`config.mk`:
```
export PLATFORM = sky130hd
export DESIGN_NAME = change_dispenser
export DESIGN_NICKNAME = d
export VERILOG_FILES = /design/src/rtl/change_dispenser.sv
export SDC_FILE = /design/constraint.sdc
export NUM_CORES = 1
export LEC_CHECK = 0
export BUFFER_PORTS_ARGS = -buffer_cell sky130_fd_sc_hd__buf_2
export CORE_AREA = 2 2 103 105
export CTS_CLUSTER_SIZE = 30
export DETAILED_ROUTE_END_ITERATION = 8
export DIE_AREA = 0 0 105 107
export PLACE_DENSITY = 0.85
export SYNTH_ARGS = -nofsm -noshare
export SYNTH_HDL_FRONTEND = slang
export SYNTH_SLANG_ARGS = --single-unit
```
`constraint.sdc`:
```
create_clock -name clock -period 6.75 [get_ports clock]
set_input_delay 0.675 -clock clock [delete_from_list [all_inputs] [get_ports clock]]
set_output_delay 0.675 -clock clock [all_outputs]
set_load 0.1 [all_outputs]
```
`src/rtl/change_dispenser.sv`:
```
// Coin payout engine: greedy 50/10/5/1 selection, one coin per valid/ack
// handshake with a per-coin timeout that aborts the payout with a sticky fault.
module change_dispenser #(
   parameter int TIMEOUT = 16,
   parameter int V3      = 50,
   parameter int V2      = 10,
   parameter int V1      = 5,
   parameter int V0      = 1
) (
   input  logic        clock,
   input  logic        reset,
   input  logic        start,
   input  logic [31:0] amount,
   input  logic        coin_ack,
   output logic        coin_valid,
   output logic [1:0]  coin_type,
   output logic        busy,
   output logic        done,
   output logic        fault,
   output logic [31:0] remaining,
   output logic [31:0] coin_count
);

   typedef enum logic [1:0] {IDLE, SELECT, EMIT, FINISH} state_t;

   state_t      state_reg, state_next;
   logic [31:0] remaining_next, count_next;
   logic [31:0] timer_reg, timer_next;
   logic [31:0] coin_value, paid;
   logic [1:0]  type_next;
   logic        fault_next;

   always_comb begin
      case (coin_type)
         2'd3:    coin_value = 32'(V3);
         2'd2:    coin_value = 32'(V2);
         2'd1:    coin_value = 32'(V1);
         default: coin_value = 32'(V0);
      endcase
   end

   // The selected coin never exceeds remaining, so this cannot underflow.
   assign paid = remaining - coin_value;

   always_comb begin
      state_next     = state_reg;
      remaining_next = remaining;
      count_next     = coin_count;
      timer_next     = timer_reg;
      type_next      = coin_type;
      fault_next     = fault;
      case (state_reg)
         IDLE: begin
            if (start) begin
               remaining_next = amount;
               count_next     = 32'd0;
               fault_next     = 1'b0;
               state_next     = (amount == 32'd0) ? FINISH : SELECT;
            end
         end
         SELECT: begin
            if (remaining >= 32'(V3))
               type_next = 2'd3;
            else if (remaining >= 32'(V2))
               type_next = 2'd2;
            else if (remaining >= 32'(V1))
               type_next = 2'd1;
            else
               type_next = 2'd0;
            timer_next = 32'd0;
            state_next = EMIT;
         end
         EMIT: begin
            if (coin_ack) begin
               remaining_next = paid;
               count_next     = coin_count + 32'd1;
               state_next     = (paid == 32'd0) ? FINISH : SELECT;
            end else if (timer_reg == 32'(TIMEOUT - 1)) begin
               fault_next = 1'b1;
               state_next = FINISH;
            end else begin
               timer_next = timer_reg + 32'd1;
            end
         end
         default: state_next = IDLE;
      endcase
   end

   // Handshake/status flags are decoded from the next state so they leave a flop.
   always_ff @(posedge clock or negedge reset) begin
      if (!reset) begin
         state_reg  <= IDLE;
         remaining  <= 32'd0;
         coin_count <= 32'd0;
         timer_reg  <= 32'd0;
         coin_type  <= 2'd0;
         fault      <= 1'b0;
         coin_valid <= 1'b0;
         busy       <= 1'b0;
         done       <= 1'b0;
      end else begin
         state_reg  <= state_next;
         remaining  <= remaining_next;
         coin_count <= count_next;
         timer_reg  <= timer_next;
         coin_type  <= type_next;
         fault      <= fault_next;
         coin_valid <= (state_next == EMIT);
         busy       <= (state_next != IDLE);
         done       <= (state_next == FINISH);
      end
   end

endmodule

```
==> reports/metrics.yaml <==
run_status: "finished clean"
synth_edf_count: 0
io_pins: 106
grt_pass1_vias: 5398
post_cts_buffers: 0
r2r_start: "state_reg[1]"
finalClockSkew_ns: 0.0139
ys_warn_count: 0
antenna_found_initial: 0
grt_max_degree: 78
vdd_drop_max_mv: 0.468
syn_nets: 759
coreArea_sq_um: 10100
dpl-instance-area_sq_um: 6700
initial_core_util: 0.604
wl_per_cell_um: 17.4
finalCriticalPeriod_ns: 3.46
synth.avg_cell_area_sq_um: 8.53
synth.distinct_cells: 63
crit_start: "state_reg[1]"
synth_seq_cells: 104
worstPathArrival_ns: 3.72
drt_iter0_markers: 450
die_w_um: 105
cp-start-kind: "register"
final_nets: 846
gp_congestion: 0.928
grt_overflow: 0
synthFlopType: "dfrtp_1"
clockRootBuffer: "clkbuf_8"
ctsHtreeMaxLevel: 3
hold_class: "primary input to async pin"
drt-vias-per-instance: 6.12
cts_buffer_depth: 2
fin_area_sq_um: 6870
use_met1: 0.432
fin_crit_sh: 0.513
slew_violations: 0
power_mw: 3.18
num_rows: 37
required_ns: 7.01
max_cap_violations: 0
wirelength_um: 16300
endpoint_kind: "register"
worstRegToRegCells: 9
grt_util_met2: 0.480
vias: 5760
worstSetupPathType: "register to register"
dieArea_sq_um: 11200
power_density_nw_per_um2: 462
die_y_um: 107
portBuffers: 105
synth_area_sq_um: 6090
grtUsageTotal: 0.300
cts_buffers: 9
clk_pin_slew_worst_paths_ns: 0.11
crit_path_end: "timer_reg[17]"
syn_inst: 714
cts_tree: "done"
gr-usage-met3: 0.0353
grt_busiest_layer: "met2"
synth.yosys.seq_area_share: 0.427
n_antenna_cell: 0
max_freq_mhz: 289
rsz0062_at_grt: "false"
rrSetupSlack_ns: 3.29
crit_path_max_fanout: 62
finalHoldViolations: 0
clk_latency_ns: 0.37
tightest_slew_ns: 1.18
dpl.hpwl_um: 12000
first_pass_iters: 7
drc: 0
leakage_nw: 3.11
synthArstFlopShare: 1.00
rr_endpoint: "timer_reg[17]"
grt_pass1_wl_um: 27100
post_cts_resized: 0
hold_buffers: 0
drive_gt1_frac: 0.174
ant_nets: 0
tns_ns: 0
synthToLayoutAreaGrowth_pct: 12.8
slew_headroom: 0.213
clock-sinks: 104
setup_viol: 0
[per-layer routing]
metal | wire (um) | up-vias
met2 | 7550 | 255
met5 | 0 | -
met4 | 315 | 0
met3 | 1180 | 29
li1 | - | 2716
met1 | 7300 | 2760
[metrics by stage]
step            util  setup WS, ns  hold WS, ns  instances
6_report       0.681          3.29        0.207        941
5_1_grt        0.681          2.94        0.233        941
4_1_cts        0.681          3.32        0.213        941
3_5_place_dp   0.664          3.19        0.517        926
3_3_place_gp   0.664          3.32        0.511        926
2_1_floorplan      -          3.41        0.379        714
[synthesized netlist by cell type, types with 4 or more instances]
master    instances  area [sq um]
nor2_1          107           402
o31ai_1           4          30.0
nand3_1          25           125
nand4_1          19           119
nand2b_1          8          50.1
nor3_1           17          85.1
o21ai_0          57           285
and4_1            7          61.3
nor4_1           24           150
a22oi_1           8          60.1
a22o_1            9          78.8
xor2_1           31           272
and3_1           15          93.8
or3_1            19           119
a21oi_1          43           215
ha_1              8           100
clkbuf_1         28           105
nand2_1          70           263
dfrtp_1         104          2600
xnor2_1          28           245
inv_1            20          75.1
[area by class of cell]
type                       count  area, sq um
fill                         826         3220
tap                          136          170
timing repair buffer         110          566
clock buffer                   9          124
sequential                   104         2600
multi-input combinational    556         3280
clock inverter                 6         52.6
inverter                      20         75.1
[critical path, cell delays in order (launching register included)]
cell	delay, ns
dfrtp_1	0.56
nand2b_2	0.64
nor4_1	0.92
nor3_1	0.14
nand2_1	0.18
inv_1	0.19
and4_1	0.32
and2_1	0.20
xnor2_1	0.15
nor2_1	0.06
[worst min-delay path by stage]
| stage | startpoint | to | cells after the start |
|---|---|---|---|
| floorplan | reset | busy | 0 |
| detailed placement | coin_count[0] | coin_count[0] | 1 |
| CTS | reset | remaining[5] | 1 |
| global placement | coin_count[0] | coin_count[0] | 1 |
| finish | reset | remaining[5] | 1 |
| global route | reset | remaining[5] | 1 |
[placed cells by master (no fill, tap or decap), drive strengths merged, types with 9 or more instances in the layout]
master and n:
nand4 20, nand2 70, or3 19, buf 110
dfrtp 104, nor2 108, nor3 18, and3 15
clkbuf 9, xnor2 28, o21ai 58, xor2 31
inv 23, nor4 25, a22o 9, a21oi 43
nand3 26
[kinds of logic after synthesis]
logic type                 after synthesis  synth area share
and+or+nand+nor                        331             0.273
muxes                                    4           0.00678
adders and majority gates                9            0.0197
AOI/OAI and AO/OA                      153             0.153
DFF                                    104             0.427
buffers and inverters                   54            0.0353
xor gates and xnor gates                59            0.0848
[power by group]
part           internal [mW]  leakage, nW  total, mW  switching (mW)
sequential             0.750         1.36      0.976           0.226
clock                  0.138       0.0842      0.368           0.230
combinational          0.395         1.66       1.83            1.44
total                   1.28         3.11       3.18            1.89
(Power assumes the default switching activity.)
